File: src/rtl/pwm_pkg.sv
// pwm_pkg: default PWM width/dead-time and period helpers shared by the PWM block.
package pwm_pkg;
    localparam int WIDTH_DEF  = 4;
    localparam int DEAD_DEF   = 1;
    localparam int PERIOD_DEF = 1 << WIDTH_DEF;

    function automatic int period_of(input int w);
        return 1 << w;
    endfunction
endpackage

File: src/rtl/pwm_counter.sv
// pwm_counter: free-running period counter with a duty shadow register reloaded at each wrap.
module pwm_counter
    import pwm_pkg::*;
#(
    parameter int WIDTH = WIDTH_DEF
) (
    input  logic             CLK,
    input  logic             RST,
    input  logic             CE,
    input  logic [WIDTH-1:0] D,
    output logic [WIDTH-1:0] cnt,
    output logic [WIDTH-1:0] duty_sh,
    output logic             wrap
);
    // Reset parks the counter at all ones so the first enabled edge starts a period.
    assign wrap = CE && (cnt == '1);

    always_ff @(posedge CLK or posedge RST) begin
        if (RST) begin
            cnt     <= '1;
            duty_sh <= '0;
        end else if (CE) begin
            cnt <= cnt + 1'b1;
            if (wrap) duty_sh <= D;
        end
    end
endmodule

File: src/rtl/pwm_verilog.sv
// pwm_verilog: registered PWM generator; define PWM_COMPLEMENT_EN to add the dead-time
// complementary output PWM_N.
module pwm_verilog
    import pwm_pkg::*;
#(
    parameter int WIDTH = WIDTH_DEF,
    parameter int DEAD  = DEAD_DEF
) (
    input  logic             CLK,
    input  logic             RST,
    input  logic             CE,
    input  logic [WIDTH-1:0] D,
    output logic             PWM
`ifdef PWM_COMPLEMENT_EN
    ,
    output logic             PWM_N
`endif
);
    logic [WIDTH-1:0] cnt, duty_sh, cnt_nx, duty_nx;
    logic             wrap;

    if (DEAD < 0 || DEAD >= (1 << WIDTH)) begin : g_bad_dead
        $error("pwm_verilog: DEAD out of range");
    end

    pwm_counter #(.WIDTH(WIDTH)) u_counter (
        .CLK    (CLK),
        .RST    (RST),
        .CE     (CE),
        .D      (D),
        .cnt    (cnt),
        .duty_sh(duty_sh),
        .wrap   (wrap)
    );

    // Compare on post-edge values so PWM lines up with the counter it describes.
    assign cnt_nx  = cnt + 1'b1;
    assign duty_nx = wrap ? D : duty_sh;

    always_ff @(posedge CLK or posedge RST) begin
        if (RST) PWM <= 1'b0;
        else if (CE) PWM <= cnt_nx < duty_nx;
    end

`ifdef PWM_COMPLEMENT_EN
    localparam int PERIOD = period_of(WIDTH);
    logic pwm_n_nx;

    // Low side waits DEAD cycles after PWM falls and drops DEAD cycles before the next period.
    assign pwm_n_nx = (int'(cnt_nx) >= int'(duty_nx) + DEAD) && (int'(cnt_nx) < PERIOD - DEAD);

    always_ff @(posedge CLK or posedge RST) begin
        if (RST) PWM_N <= 1'b0;
        else if (CE) PWM_N <= pwm_n_nx;
    end
`endif
endmodule

File: config.mk
export PLATFORM = sky130hd
export DESIGN_NAME = pwm_verilog
export DESIGN_NICKNAME = d
export VERILOG_FILES = /design/src/rtl/pwm_pkg.sv /design/src/rtl/pwm_counter.sv /design/src/rtl/pwm_verilog.sv
export SDC_FILE = /design/constraint.sdc
export NUM_CORES = 1
export LEC_CHECK = 0
export ABC_AREA = 1
export ABC_CLOCK_PERIOD_IN_PS = 2590
export CAP_MARGIN = 20
export CORE_AREA = 5 5 42 44
export DETAILED_ROUTE_END_ITERATION = 12
export DIE_AREA = 0 0 47 49
export MAX_ROUTING_LAYER = met4
export PLACE_DENSITY = 0.71
export SLEW_MARGIN = 20
export SYNTH_ARGS = -nofsm -noshare
export SYNTH_HDL_FRONTEND = slang
export SYNTH_HIERARCHICAL = 1
export SYNTH_SLANG_ARGS = --single-unit
File: constraint.sdc
create_clock -name CLK -period 2.59 [get_ports CLK]
set_clock_uncertainty 0.2 [all_clocks]
set_input_delay 0.259 -clock CLK [delete_from_list [all_inputs] [get_ports CLK]]
set_output_delay 0.259 -clock CLK [all_outputs]
set_load 0.02 [all_outputs]
### Word-level counts from Yosys, hierarchy flattened

Cells that the tools add are included.

* flip-flop bits (word level): 9
* input bits: 7
* output and inout port bits: 1

* $add $sub $neg: 1
* order comparisons: 1
* equal/unequal tests: 1
* mux-type cells: 1
* reduce and logical (&&, ||, !) cells: 1

Operator list (number)
* 4-bit by 1-bit adder with 4-bit output (second input constant): 1
* 4-bit equality test (second input constant): 1
* 4-bit less-than comparator: 1
* 4-bit two-way mux: 1
* 1-bit logical AND: 1

### Depth between registers and ports, before layout

* depth in word-level cells: 4
* gate-level depth with buffers: 12

### By module

The synthesis kept the hierarchy.

Modules (own cells, without submodules)
* pwm_counter: instances 1, cells each 37, area each 355.3 µm², sequential area each 205.2 µm²
* pwm_verilog: instances 1, cells each 30, area each 224.0 µm², sequential area each 25.0 µm²

### Worst setup path before layout

OpenSTA, ideal clock, no wires.

* path kind: reg-to-reg
* from: register u_counter.cnt[0]
* to: register PWM
* setup time: 65 ps
* data arrival time: 1855 ps
* setup slack: 470 ps
* stages on the path, launching flop included: 10
* path buffers: 1
* period minus slack after synthesis: 2120 ps
* path through: dfstp_2 > ha_1 > nand2_4 > nor2_4 > buf_6 > mux2i_1 > ha_1 > a211oi_2 > nand2_1 > nand2_1

* longest elaborated chain between the ends: 4

RTL lines
* start, declared: line pwm_counter.sv:11 `output logic [WIDTH-1:0] cnt,`
* start signal, assigned: line pwm_counter.sv:23 `cnt <= cnt + 1'b1;`
* 4-bit equality test: line pwm_counter.sv:16 `assign wrap = CE && (cnt == '1);`
* 1-bit logical AND: line pwm_counter.sv:16
* via wrap: line pwm_verilog.sv:20 `logic wrap;`
* 4-bit two-way mux
* 4-bit less-than comparator: line pwm_verilog.sv:42 `else if (CE) PWM <= cnt_nx < duty_nx;`
* end signal, assigned: line pwm_verilog.sv:42
* end, declared: line pwm_verilog.sv:13 `output logic PWM`

The timed path passes the listed nets, and every way through them passes these cells.
A chain may end at the register's enable or synchronous reset.

### Worst setup path after layout

Ends and elaborated chain as after synthesis.

==> run metrics <==
Util after Layout roughly half; register area share after synthesis about two fifths; Max stage delay cell, worst path dfstp_2; # clock sinks 9; Final ANT Viol Nets 0; Synth async-reset ratio between 90% and 100%; highest clock rate between 400 and 500 MHz; EDFF count, synth 0; Worst-Margin Slew 324 ps; crit share post-route 86.8%; H-tree Lvls 1; min Tclk post-route approximately 2200 ps; Synth-to-Final Area Change 21.2%; met2 routed wirelength about 530 µm; DR vias roughly 460; Clock Pin Slew Worst Setup and Hold Paths about 60 ps; synthesized flop and latch total 9; CP required 2590 ps; Cell Chain, Critical Path ha_1 -> nand2_4 -> nor2_4 -> mux2i_1 -> ha_1 -> a211oi_2 -> nand2_1 -> nand2_1; fin. max-slew vios 0; Critical Path Sink Type register; crit path kind reg2reg; worst-path maximum fanout 9; Pre-antenna DRT Iters 4; WL per Instance 10.9 µm; fin area between 700 and 800 µm²; Initial Util about two fifths; GR Util All Layers between 10% and 20%; HPWL after DPL 809 µm; Num CTS Buffers 3; drt total wl 1.04 mm; static leakage 0.340 nW; n_diodes 0; CTS tree done; slew margin rel. between 70% and 80%; VDD IR max 0.000555 V; Hold/Removal Path Class reg2reg; initial DRC count 4; slowest stage delay, CP 610 ps; number of gates resized after CTS 0; CP top delay family flip-flops; FILL cells between 150 and 200; Metal-1 WL between 400 and 500 µm; Remaining DRCs 0; vias in the first global route approximately 460; layout cell share with drive strength beyond 1 between 20% and 30%; gpl congestion approximately 0.73; P per Cell Area around 1200 nW/µm²; Clk Latency, worst-skew pair 260 ps; Mapped Nets just under 80; hold_ws approximately 290 ps; crit start category register; Main synth FF type dfrtp_1; Highest Signal Layer met4; I/O pins 8; first-pass GRT wire length 1.81 mm; CTS Root Cell clkbuf_4; setup TNS 0 ps; CTS max path bufs 2; # nets final just over 90; Mapped Cells 67; Netlist cell types 19; placed cell area ~670 µm²; status complete, no violations; FF/Latch Area roughly 230 µm²; num rows 14; core area between 1000 and 1500 µm²; vias per inst ~4.8; RSZ-0062 raised after global routing false; die area roughly 2300 µm²; postcts setup bufs 0; max-cap violation count 0; # port buffers 7; number of buffers and inverters on the critical path 0; largest net degree at the start of global routing 10; area of the multi-input gates ~300 µm²; die span in x ~47 µm; Netlist Area Pre-Place a little under 600 µm²; Mean Syn Cell Area between 8 and 9 µm²; Chip Height just under 50 µm; synthesis warning total 6; Fin. Hold Viols 0; initial antenna violation count 0; Routed met3 length approximately 45 µm; Arrival @ worst endpoint ~2300 ps; total gr overflow 0; final setup fails 0
## final timing paths
kind	from	to	slack, ps	cells after the start
max in group asynchronous	RST	u_counter/cnt[2]$_DFFE_PP1P_	1250	3
setup reg to reg	u_counter/cnt[0]$_DFFE_PP1P_	PWM$_DFFE_PP0P_	340	8
setup / recovery	u_counter/cnt[0]$_DFFE_PP1P_	PWM$_DFFE_PP0P_	340	8
hold / removal	PWM$_DFFE_PP0P_	PWM$_DFFE_PP0P_	290	2
min in group asynchronous	RST	PWM$_DFFE_PP0P_	520	3
hold reg to reg	PWM$_DFFE_PP0P_	PWM$_DFFE_PP0P_	290	2
## synth_stat cells, types with 2 or more instances
| cell type | n | share of area [%] |
|---|---|---|
| dfstp_2 | 4 | 18 |
| dfrtp_1 | 5 | 22 |
| inv_1 | 6 | 3.9 |
| o21ai_0 | 5 | 4.3 |
| nor2_1 | 3 | 1.9 |
| ha_1 | 5 | 11 |
| mux2i_1 | 3 | 5.2 |
| nand2_1 | 20 | 13 |
| inv_2 | 4 | 2.6 |
| xnor2_1 | 2 | 3.0 |
| xor2_1 | 2 | 3.0 |
## power by group
| part | switching (mW) | internal [mW] |
|---|---|---|
| registers | 0.0684 | 0.234 |
| clock network | 0.0476 | 0.0593 |
| logic | 0.222 | 0.190 |
| total | 0.338 | 0.483 |
## layout make-up
| cell class | instances | share of cell area [%] |
|---|---|---|
| clock buffers | 4 | 3.74 |
| inverters | 10 | 5.35 |
| multi-input cells | 47 | 42.8 |
| flip-flops and latches | 9 | 32.8 |
| repair buffers | 9 | 12.5 |
| well taps | 16 | 2.85 |
## metrics by stage
step,total power [mW],instances,setup slack (ps)
after floorplan,0.617,67,470
final,0.822,95,341
after global placement,0.698,90,377
after detailed placement,0.719,90,342
after global routing,0.922,95,186
after CTS,0.838,95,315
## worst reg2reg max path: stages (launching register included)
cell and delay (ps):
dfstp_2 610, ha_1 230, nand2_4 90, nor2_4 240
mux2i_1 220, ha_1 270, a211oi_2 210, nand2_1 70
nand2_1 60
## kinds of logic (layout without fill, tap and decap cells)
logic type,Yosys count,after routing,share of synthesized area [%]
multiplexers,3,3,5.18
XOR/XNOR,4,4,6.05
flip-flops,9,9,39.7
AND/OR/NAND/NOR,29,29,23.3
buffers and inverters,11,23,8.42
adder cells (fa/ha/maj),5,5,10.8
AO/OA/AOI/OAI,6,6,6.48
## layout by cell type, fill, tap and decap left out, types with 2 or more instances in the layout
cell,synthesis,final
dfstp_2,4,4
clkbuf_4,0,3
dfrtp_1,5,5
inv_1,6,6
mux2i_1,3,3
nand2_1,20,20
inv_2,4,4
o21ai_0,5,5
nor2_1,3,3
ha_1,5,5
xnor2_1,2,2
xor2_1,2,2
clkdlybuf4s50_1,0,7
## state kept, by name, indices dropped and copies added, names as in the netlist
name               flops
PWM                    1
u_counter/cnt          4
u_counter/duty_sh      4
## layer usage
layer / vias up / track usage, %
li1: 235 / -
met1: 210 / 13.1
met2: 9 / 16.5
met3: 4 / 3.32
met4: 0 / 9.68
met5: - / -
## repair_timing
action,in CTS,in global routing
hold buffers,1,0
hold endpoints to repair,1,0
endpoints found under the setup margin,0,0
(Power assumes the default switching activity.)
